$ cat src/rtl/nn_cfg_pkg.sv
// rtl/nn_cfg_pkg.sv - shared types and count-slice helper for the layer config sequencer
package nn_cfg_pkg;

    typedef enum logic [1:0] {
        IDLE,
        WEIGHT,
        BIAS,
        DONE
    } state_t;

    typedef logic [15:0] cnt_t;

    // Packed count parameters are widened to the largest supported array before slicing
    localparam int MAX_LAYERS = 8;
    localparam int PACK_W     = MAX_LAYERS * 16;

    function automatic cnt_t cnt_slice(input logic [PACK_W-1:0] vec, input int idx);
        return vec[idx*16 +: 16];
    endfunction

endpackage

$ cat src/rtl/nn_cfg_index_counter.sv
// rtl/nn_cfg_index_counter.sv - nested weight/neuron/layer counters with end-of-range flags
module nn_cfg_index_counter
    import nn_cfg_pkg::*;
#(
    parameter int                       NUM_LAYERS  = 5,
    parameter logic [NUM_LAYERS*16-1:0] NEURON_CNTS = {NUM_LAYERS{16'd1}},
    parameter logic [NUM_LAYERS*16-1:0] WEIGHT_CNTS = {NUM_LAYERS{16'd1}},
    parameter int                       LW          = $clog2(NUM_LAYERS + 1)
) (
    input  logic          clk,
    input  logic          rst_n,
    input  logic          clear,
    input  logic          load,
    input  logic          inc_weight,
    input  logic          inc_neuron,
    input  logic          inc_layer,
    output cnt_t          ncnt,
    output logic [LW-1:0] lcnt,
    output logic          last_weight,
    output logic          last_neuron,
    output logic          last_layer,
    output logic          any_layer,
    output logic          first_wzero,
    output logic          cur_wzero,
    output logic          next_wzero
);

    localparam logic [PACK_W-1:0] N_EXT = PACK_W'(NEURON_CNTS);
    localparam logic [PACK_W-1:0] W_EXT = PACK_W'(WEIGHT_CNTS);

    cnt_t          wcnt;
    cnt_t          cur_n;
    cnt_t          cur_w;
    logic [LW-1:0] first_idx;
    logic [LW-1:0] next_idx;
    logic          next_found;

    // Locate the first non-empty layer and the next non-empty layer after the current one
    always_comb begin
        any_layer  = 1'b0;
        first_idx  = '0;
        next_found = 1'b0;
        next_idx   = '0;
        for (int i = NUM_LAYERS - 1; i >= 0; i--) begin
            if (cnt_slice(N_EXT, i) != '0) begin
                any_layer = 1'b1;
                first_idx = LW'(i);
                if (i > int'(lcnt)) begin
                    next_found = 1'b1;
                    next_idx   = LW'(i);
                end
            end
        end
    end

    assign cur_n       = cnt_slice(N_EXT, int'(lcnt));
    assign cur_w       = cnt_slice(W_EXT, int'(lcnt));
    assign last_weight = (wcnt == cur_w - 16'd1);
    assign last_neuron = (ncnt == cur_n - 16'd1);
    assign last_layer  = !next_found;
    assign cur_wzero   = (cur_w == '0);
    assign first_wzero = (cnt_slice(W_EXT, int'(first_idx)) == '0);
    assign next_wzero  = (cnt_slice(W_EXT, int'(next_idx)) == '0);

    // Advance the nested counters; the weight count wraps to zero on the last weight
    always_ff @(posedge clk or negedge rst_n) begin
        if (!rst_n) begin
            wcnt <= '0;
            ncnt <= '0;
            lcnt <= '0;
        end else if (clear) begin
            wcnt <= '0;
            ncnt <= '0;
            lcnt <= '0;
        end else if (load) begin
            wcnt <= '0;
            ncnt <= '0;
            lcnt <= first_idx;
        end else if (inc_layer) begin
            wcnt <= '0;
            ncnt <= '0;
            lcnt <= next_idx;
        end else if (inc_neuron) begin
            wcnt <= '0;
            ncnt <= ncnt + 16'd1;
        end else if (inc_weight) begin
            wcnt <= last_weight ? '0 : wcnt + 16'd1;
        end
    end

endmodule

$ cat src/rtl/nn_cfg_sequencer.sv
// rtl/nn_cfg_sequencer.sv - streams layer weights/biases into the layer array (option: NN_CFG_CHECKSUM_EN)
module nn_cfg_sequencer
    import nn_cfg_pkg::*;
#(
    parameter int                       DATA_W      = 32,
    parameter int                       NUM_LAYERS  = 5,
    parameter logic [NUM_LAYERS*16-1:0] NEURON_CNTS = {NUM_LAYERS{16'd4}},
    parameter logic [NUM_LAYERS*16-1:0] WEIGHT_CNTS = {NUM_LAYERS{16'd8}}
) (
    input  logic              s_axi_aclk,
    input  logic              s_axi_aresetn,
    input  logic              start,
    input  logic              abort,
    input  logic [DATA_W-1:0] cfg_in_data,
    input  logic              cfg_in_valid,
    output logic              cfg_in_ready,
    output logic [31:0]       layerNumber,
    output logic [31:0]       neuronNumber,
    output logic [DATA_W-1:0] weightValue,
    output logic              weightValid,
    output logic [DATA_W-1:0] biasValue,
    output logic              biasValid,
    output logic              busy,
    output logic              done,
    output logic              loaded
`ifdef NN_CFG_CHECKSUM_EN
    ,
    input  logic [31:0]       exp_checksum,
    output logic [31:0]       cfg_checksum,
    output logic              cksum_err
`endif
);

    localparam int LW = $clog2(NUM_LAYERS + 1);

    state_t        state;
    cnt_t          ncnt;
    logic [LW-1:0] lcnt;
    logic          last_weight;
    logic          last_neuron;
    logic          last_layer;
    logic          any_layer;
    logic          first_wzero;
    logic          cur_wzero;
    logic          next_wzero;
    logic          beat;
    logic          do_load;
    logic          inc_weight;
    logic          inc_neuron;
    logic          inc_layer;

    assign cfg_in_ready = (state == WEIGHT) || (state == BIAS);
    assign beat         = cfg_in_valid && cfg_in_ready && !abort;
    assign do_load      = start && !abort && (state == IDLE);
    assign inc_weight   = beat && (state == WEIGHT);
    assign inc_neuron   = beat && (state == BIAS) && !last_neuron;
    assign inc_layer    = beat && (state == BIAS) && last_neuron && !last_layer;

    nn_cfg_index_counter #(
        .NUM_LAYERS  (NUM_LAYERS),
        .NEURON_CNTS (NEURON_CNTS),
        .WEIGHT_CNTS (WEIGHT_CNTS),
        .LW          (LW)
    ) u_index (
        .clk         (s_axi_aclk),
        .rst_n       (s_axi_aresetn),
        .clear       (abort),
        .load        (do_load),
        .inc_weight  (inc_weight),
        .inc_neuron  (inc_neuron),
        .inc_layer   (inc_layer),
        .ncnt        (ncnt),
        .lcnt        (lcnt),
        .last_weight (last_weight),
        .last_neuron (last_neuron),
        .last_layer  (last_layer),
        .any_layer   (any_layer),
        .first_wzero (first_wzero),
        .cur_wzero   (cur_wzero),
        .next_wzero  (next_wzero)
    );

    // Load FSM with registered strobes, values, indices and status
    always_ff @(posedge s_axi_aclk or negedge s_axi_aresetn) begin
        if (!s_axi_aresetn) begin
            state        <= IDLE;
            layerNumber  <= 32'd1;
            neuronNumber <= 32'd0;
            weightValue  <= '0;
            biasValue    <= '0;
            weightValid  <= 1'b0;
            biasValid    <= 1'b0;
            busy         <= 1'b0;
            done         <= 1'b0;
            loaded       <= 1'b0;
`ifdef NN_CFG_CHECKSUM_EN
            cfg_checksum <= '0;
            cksum_err    <= 1'b0;
`endif
        end else begin
            weightValid <= 1'b0;
            biasValid   <= 1'b0;
            done        <= 1'b0;
            if (abort) begin
                state        <= IDLE;
                layerNumber  <= 32'd1;
                neuronNumber <= 32'd0;
                busy         <= 1'b0;
                loaded       <= 1'b0;
`ifdef NN_CFG_CHECKSUM_EN
                cfg_checksum <= '0;
                cksum_err    <= 1'b0;
`endif
            end else begin
                case (state)
                    IDLE: begin
                        if (start) begin
                            busy   <= 1'b1;
                            loaded <= 1'b0;
`ifdef NN_CFG_CHECKSUM_EN
                            cfg_checksum <= '0;
                            cksum_err    <= 1'b0;
`endif
                            if (!any_layer)
                                state <= DONE;
                            else
                                state <= first_wzero ? BIAS : WEIGHT;
                        end
                    end
                    WEIGHT: begin
                        if (beat) begin
                            weightValue  <= cfg_in_data;
                            weightValid  <= 1'b1;
                            layerNumber  <= 32'(lcnt) + 32'd1;
                            neuronNumber <= 32'(ncnt);
`ifdef NN_CFG_CHECKSUM_EN
                            cfg_checksum <= cfg_checksum + 32'(cfg_in_data);
`endif
                            if (last_weight)
                                state <= BIAS;
                        end
                    end
                    BIAS: begin
                        if (beat) begin
                            biasValue    <= cfg_in_data;
                            biasValid    <= 1'b1;
                            layerNumber  <= 32'(lcnt) + 32'd1;
                            neuronNumber <= 32'(ncnt);
`ifdef NN_CFG_CHECKSUM_EN
                            cfg_checksum <= cfg_checksum + 32'(cfg_in_data);
`endif
                            if (!last_neuron)
                                state <= cur_wzero ? BIAS : WEIGHT;
                            else if (!last_layer)
                                state <= next_wzero ? BIAS : WEIGHT;
                            else
                                state <= DONE;
                        end
                    end
                    DONE: begin
                        done  <= 1'b1;
                        busy  <= 1'b0;
                        state <= IDLE;
`ifdef NN_CFG_CHECKSUM_EN
                        loaded    <= (cfg_checksum == exp_checksum);
                        cksum_err <= (cfg_checksum != exp_checksum);
`else
                        loaded    <= 1'b1;
`endif
                    end
                    default: state <= IDLE;
                endcase
            end
        end
    end

endmodule

$ cat config.mk
export PLATFORM = sky130hd
export DESIGN_NAME = nn_cfg_sequencer
export DESIGN_NICKNAME = d
export VERILOG_FILES = /design/src/rtl/nn_cfg_pkg.sv /design/src/rtl/nn_cfg_index_counter.sv /design/src/rtl/nn_cfg_sequencer.sv
export SDC_FILE = /design/constraint.sdc
export NUM_CORES = 1
export LEC_CHECK = 0
export ABC_AREA = 1
export CAP_MARGIN = 20
export CELL_PAD_IN_SITES_DETAIL_PLACEMENT = 1
export CELL_PAD_IN_SITES_GLOBAL_PLACEMENT = 1
export CORE_AREA = 2 2 159 130
export CTS_BUF_LIST = sky130_fd_sc_hd__clkbuf_4 sky130_fd_sc_hd__clkbuf_8
export CTS_CLUSTER_SIZE = 14
export DETAILED_ROUTE_END_ITERATION = 12
export DIE_AREA = 0 0 161 132
export GPL_TIMING_DRIVEN = 0
export PLACE_DENSITY = 0.83
export SLEW_MARGIN = 20
export SYNTH_ARGS = -nofsm -noshare
export SYNTH_HDL_FRONTEND = slang
export SYNTH_HIERARCHICAL = 1
export SYNTH_SLANG_ARGS = --single-unit
$ cat constraint.sdc
create_clock -name s_axi_aclk -period 4.4 [get_ports s_axi_aclk]
set_clock_uncertainty 0.1 [all_clocks]
set_input_delay 0.44 -clock s_axi_aclk [delete_from_list [all_inputs] [get_ports s_axi_aclk]]
set_output_delay 0.44 -clock s_axi_aclk [all_outputs]
set_load 0.005 [all_outputs]
==> results.yml, run 1 <==
floorplan:
  die_area_um2: 21300
  core-area_um2: 19600
  die_h_um: 132
  initial_utilization_pct: 31.8
  die_x_um: 161
  io_pins: 171
  rows: 46
global_routing:
  grt_use_total_pct: 17.2
  grt_pass1_vias: 5574
  grt_antenna_before_repair: 0
  grt_pass1_wl_mm: 29.2
  grt_max_degree: 91
  grt-ovfl-total: 0
critical_path:
  cp_max_fo: 10
  startpoint_type: "register"
  timing.reg2reg.setup_slack_ps: 1470
  path_class: "reg2reg"
  r2r_start: "u_index/lcnt[0]"
  cp-end-kind: "register"
  cp.arrival_ps: 3160
  r2r_end: "u_index/wcnt[10]"
  r2r_cells: 15
  crit_required_ps: 4630
clocking:
  holdBufCountCts: 1
  numCtsBuffers: 17
  cts_htree_levels: 4
  cts.reportedPaths.clkPinSlew_ps: 80
  ctsLongestPathBuffers: 2
  cts_sinks: 126
  postCtsSetupBuffers: 0
  root_buffer: "clkbuf_8"
  cts_tree: "yes"
  cts_resized: 0
  clk_latency_ps: 450
detailed_routing:
  post_drt_wl_per_cell_um: 14.9
  route.detailed.drc: 0
  ant_nets: 0
  drtPass1Iterations: 7
  routed-via-count: 5312
  drtIter0Drc: 226
  wirelength_mm: 17.6
  routed_via_density: 4.50
synth:
  seq_area_frac_synth_pct: 50.7
  synth_top_area_cell: "dfrtp_1"
  yosysMostFrequentCell: "nand2_1"
  synth_cells: 712
  yosysWarnings: 6
  ys_ff_latch: 126
  synth-edff-count: 0
  ys_async_sr_fraction_pct: 100
  synth_top_cells_by_count: "160 x nand2_1, 125 x dfrtp_1, 85 x inv_1"
  netlist_area_um2: 6220
  synthTopCellsByArea: "dfrtp_1 50%, nand2_1 9.7%, buf_4 6.2%"
  ys.flop_type: "dfrtp_1"
  avgSynthCellArea_um2: 8.74
  ys_types: 41
  synth_top_cell_area_share_pct: 50.3
timing:
  final_hold_viol_count: 0
  finalMaxSlewViolations: 0
  setup_ws_ps: 1470
  timing.fmax_mhz: 342
  min_period_ps: 2930
  rsz0062_at_grt: "no"
  fin_crit_sh_pct: 66.5
  setup_viol: 0
  worst_pin_slew_ps: 564
  setup-tns-final_ps: 0
  relSlewSlack_pct: 62.4
finish:
  nFillCells: 2338
  drive_above_1_share_pct: 15.8
  multi_input_area_um2: 2360
  register_area_um2: 3150
  syn2layout_area_growth_pct: 36.1
  n_antenna_cell: 0
  nets: 947
  stdcell_count: 1180
place:
  place_ws_ps: 1430
  dp.cells: 1147
  port_buffers: 126
  dp_hpwl_mm: 13.0
  routabilityCongestion: 0.823
power_and_ir_drop:
  power-per-cell-area_nw_per_um2: 463
  p_leak_nw: 4.10
  vdd_drop_max_mv: 0.228
job:
  cap_violations: 0
outcome:
  status: "completed"
min_path:
  hp-class: "in2async"
## state kept, by name (all words and copies together), names as in the netlist
| signal | count |
|---|---|
| biasValue | 32 |
| weightValue | 32 |
| neuronNumber | 16 |
| u_index/ncnt | 16 |
| u_index/wcnt | 16 |
| layerNumber | 4 |
| u_index/lcnt | 3 |
| state | 2 |
| biasValid | 1 |
| busy | 1 |
| done | 1 |
| loaded | 1 |
| weightValid | 1 |
## routing by layer
metal / track usage [%] / wire, um
met5: 0 / 0
met4: 4.12 / 218
met3: 5.06 / 843
met2: 28.8 / 8540
met1: 22.0 / 7970
## through the flow
stage	total power [mW]	hold slack, ps	utilization [%]	area (um2)
5_1_grt	4.16	356	43.3	8470
6_report	3.92	353	43.3	8470
3_3_place_gp	2.75	358	40.8	7980
2_1_floorplan	2.04	44.4	-	6390
4_1_cts	3.97	340	43.3	8470
3_5_place_dp	2.81	239	40.9	8010
## report_power, final
group / internal, mW / switching [mW]
Clock: 0.648 / 0.497
Sequential: 1.42 / 0.151
Combinational: 0.678 / 0.529
Total: 2.75 / 1.18
## placed cells by master (no fill, tap or decap), types with 8 or more instances in the layout
cell type	n
a21oi_1	12
a22o_1	18
buf_4	51
buf_6	8
clkbuf_8	19
clkdlybuf4s50_1	125
conb_1	47
dfrtp_1	125
inv_1	85
nand2_1	160
nand2_2	8
nand3_1	29
nor2_1	48
nor2_4	9
o21ai_0	36
o21ai_1	40
## logic make-up after synthesis
family,synth area share [%]
xor gates and xnor gates,0.704
other,0.181
DFF,50.7
adders and majority gates,1.41
and+or+nand+nor,21.3
AOI/OAI and AO/OA,11.6
buffers and inverters,14.1
## worst max-delay path, cell delays in order (launching register included)
cell and delay [ps]:
dfrtp_1 440, o21ai_1 370, inv_1 150, nor3_1 150, nand3_1 90, a21oi_1 330
inv_1 110, nor3_1 280, inv_1 110, nand2_4 170, nor2_8 60, nand2_4 110
inv_2 50, buf_4 170, nand2_1 60, o21ai_1 60
## worst max-delay path by stage
| stage | start | cells past startpoint | to | slack [ps] |
|---|---|---|---|---|
| final | u_index/lcnt[0] | 15 | u_index/wcnt[10] | 1470 |
| after global routing | u_index/lcnt[1] | 15 | u_index/wcnt[10] | 1140 |
| after CTS | u_index/lcnt[1] | 15 | u_index/wcnt[10] | 1430 |
| after detailed placement | abort | 15 | u_index/wcnt[10] | 1430 |
| after global placement | s_axi_aresetn | 1 | u_index/ncnt[5] | -2330 |
| after floorplan | u_index/lcnt[0] | 15 | u_index/wcnt[6] | 2060 |
## area by class of cell
type / instances / share of cell area (%)
Sequential cell: 126 / 37.2
Multi-Input combinational cell: 468 / 27.8
Timing Repair Buffer: 128 / 15.4
Buffer: 70 / 6.17
Inverter: 92 / 4.17
Tap cell: 264 / 3.90
Clock buffer: 19 / 3.09
Clock inverter: 13 / 2.20
No activity file was read; power rests on OpenSTA's default activity.
==> run 2: changes to the inputs <==
==> constraint.sdc (replaced) <==
create_clock -name s_axi_aclk -period 2.9 [get_ports s_axi_aclk]
set_clock_uncertainty 0.1 [all_clocks]
set_input_delay 0.29 -clock s_axi_aclk [delete_from_list [all_inputs] [get_ports s_axi_aclk]]
set_output_delay 0.29 -clock s_axi_aclk [all_outputs]
set_load 0.005 [all_outputs]
==> run 2 against run 1 <==
  * First-iteration DRC count up 1.8%
  * Critical path type unchanged
  * Non-clock buffer count up 2
  * Power up 52%
  * Worst hold slack worse by 150 ps
  * Sequential share of layout area down 0.19 points
  * Clock power up 53%
  * Design area up 0.52%
  * Die area unchanged
==> results.yml, run 2 (synthesized netlist as in run 1, its figures left out) <==
outcome:
  status: "completed"
place:
  dp.cells: 1147
  dp_hpwl_mm: 13.0
  port_buffers: 126
  routabilityCongestion: 0.823
  place_ws_ps: -40.0
global_routing:
  grt_max_degree: 91
  grt_pass1_wl_mm: 29.1
  grt_use_total_pct: 17.2
  grt_antenna_before_repair: 0
  grt_pass1_vias: 5580
  grt-ovfl-total: 0
critical_path:
  cp-end-kind: "register"
  crit_required_ps: 3130
  cp.arrival_ps: 2860
  cp_max_fo: 10
  cp_common_cell: "inv_1"
  slowest_stage: "dfrtp_1"
  crit_chain: "o21ai_4 > inv_1 > nor3_1 > nand3_1 > a21oi_2 > inv_1 > nor3_2 > inv_1 > nand2_4 > nor2_8 > nand2_4 > inv_2 > buf_4 > nand2_1 > o21ai_1"
  slowest_delay_ps: 460
  startpoint_type: "register"
  path_class: "reg2reg"
floorplan:
  die_h_um: 132
  rows: 46
  die_x_um: 161
  die_area_um2: 21300
  io_pins: 171
  core-area_um2: 19600
  initial_utilization_pct: 31.8
timing:
  final_hold_viol_count: 0
  worst_pin_slew_ps: 577
  rsz0062_at_grt: "no"
  relSlewSlack_pct: 61.5
  fin_crit_sh_pct: 90.6
  setup_viol: 0
  timing.fmax_mhz: 381
  finalMaxSlewViolations: 0
  min_period_ps: 2630
  setup_ws_ps: 272
min_path:
  hp-class: "in2async"
clocking:
  numCtsBuffers: 17
  root_buffer: "clkbuf_8"
  cts.reportedPaths.clkPinSlew_ps: 90
  clk_latency_ps: 450
  cts_sinks: 126
  cts_tree: "yes"
  cts_htree_levels: 4
  ctsLongestPathBuffers: 2
power_and_ir_drop:
  power-per-cell-area_nw_per_um2: 702
  vdd_drop_max_mv: 0.348
  p_leak_nw: 4.11
  finalPower_mw: 5.97
job:
  cap_violations: 0
finish:
  nets: 949
  stdcell_count: 1182
  final_cell_mix: "160 x nand2_1, 125 x dfrtp_1, 125 x clkdlybuf4s50_1"
  drive_above_1_share_pct: 16.4
  n_antenna_cell: 0
  layout_commonest_cell: "nand2_1"
  final_util_pct: 43.5
  syn2layout_area_growth_pct: 36.8
  reg.largest.list: "biasValue: 32 flops, weightValue: 32 flops"
detailed_routing:
  routed-via-count: 5306
  post_drt_wl_per_cell_um: 14.9
  ant_nets: 0
  wirelength_mm: 17.7
  route.detailed.drc: 0
  routed_via_density: 4.49
  drtPass1Iterations: 4
  drtIter0Drc: 230
-- run 2: cell count changes in the layout (fill, tap and decap cells not counted), sizes merged --
cell,change
buf,+2
-- run 2: path summary, 6_finish.rpt --
kind,startpoint,end,slack [ps],cells after the start
setup / recovery,u_index/lcnt[1],u_index/wcnt[10],270,15
hold / removal,s_axi_aresetn,biasValue[14],210,2
setup reg to reg,u_index/lcnt[1],u_index/wcnt[10],270,15
hold reg to reg,loaded,loaded,380,2
max in group asynchronous,s_axi_aresetn,u_index/ncnt[6],1730,3
min in group s_axi_aclk,cfg_in_data[13],biasValue[13],290,3
-- run 2: area by class of cell --
class	count	area (um2)
inverters	92	353
clock buffers	19	262
plain buffers	69	522
flip-flops and latches	126	3150
well taps	264	330
multi-input cells	468	2380
fillers	2337	11100
repair buffers	131	1330
clock inverters	13	186
-- run 2: stage by stage --
stage / TNS [ps] / instance area, um2 / hold slack (ps)
3_3_place_gp: -460530 / 7980 / 358
4_1_cts: 0 / 8470 / 190
5_1_grt: 0 / 8510 / 206
2_1_floorplan: 0 / 6390 / -106
6_report: 0 / 8510 / 208
3_5_place_dp: -279 / 8010 / 88.8
-- run 2: routing by layer --
| metal | up-vias | routed length [um] | part of all wire (%) | GRT usage [%] |
|---|---|---|---|---|
| met5 | - | 0 | 0 | 0 |
| met4 | 0 | 227 | 1.3 | 4.12 |
| met3 | 23 | 860 | 4.9 | 5.06 |
| met2 | 116 | 8540 | 48 | 28.8 |
| met1 | 2607 | 8020 | 45 | 22.0 |
| li1 | 2560 | - | - | - |
-- run 2: worst max-delay path, delay by kind of cell (launching register included) --
family	cells	cell delay (ps)
AOI/OAI and AO/OA	3	560
buffers and inverters	5	520
DFF	1	460
and+or+nand+nor	7	850
-- run 2: power breakdown --
part | internal (mW) | switching (mW) | leakage (nW) | total [mW]
Combinational | 1.05 | 0.810 | 2.21 | 1.86
Clock | 0.984 | 0.751 | 0.214 | 1.74
Sequential | 2.15 | 0.228 | 1.69 | 2.38
Total | 4.18 | 1.79 | 4.11 | 5.97
-- run 2: repair_timing --
item                                    in CTS  in global routing
setup buffers                                0                  3
pin swaps                                    0                  0
resized for setup                            1                  5
endpoints found under the setup margin      13                 26
hold buffers                                 1                  0
hold endpoints to repair                    38                  0
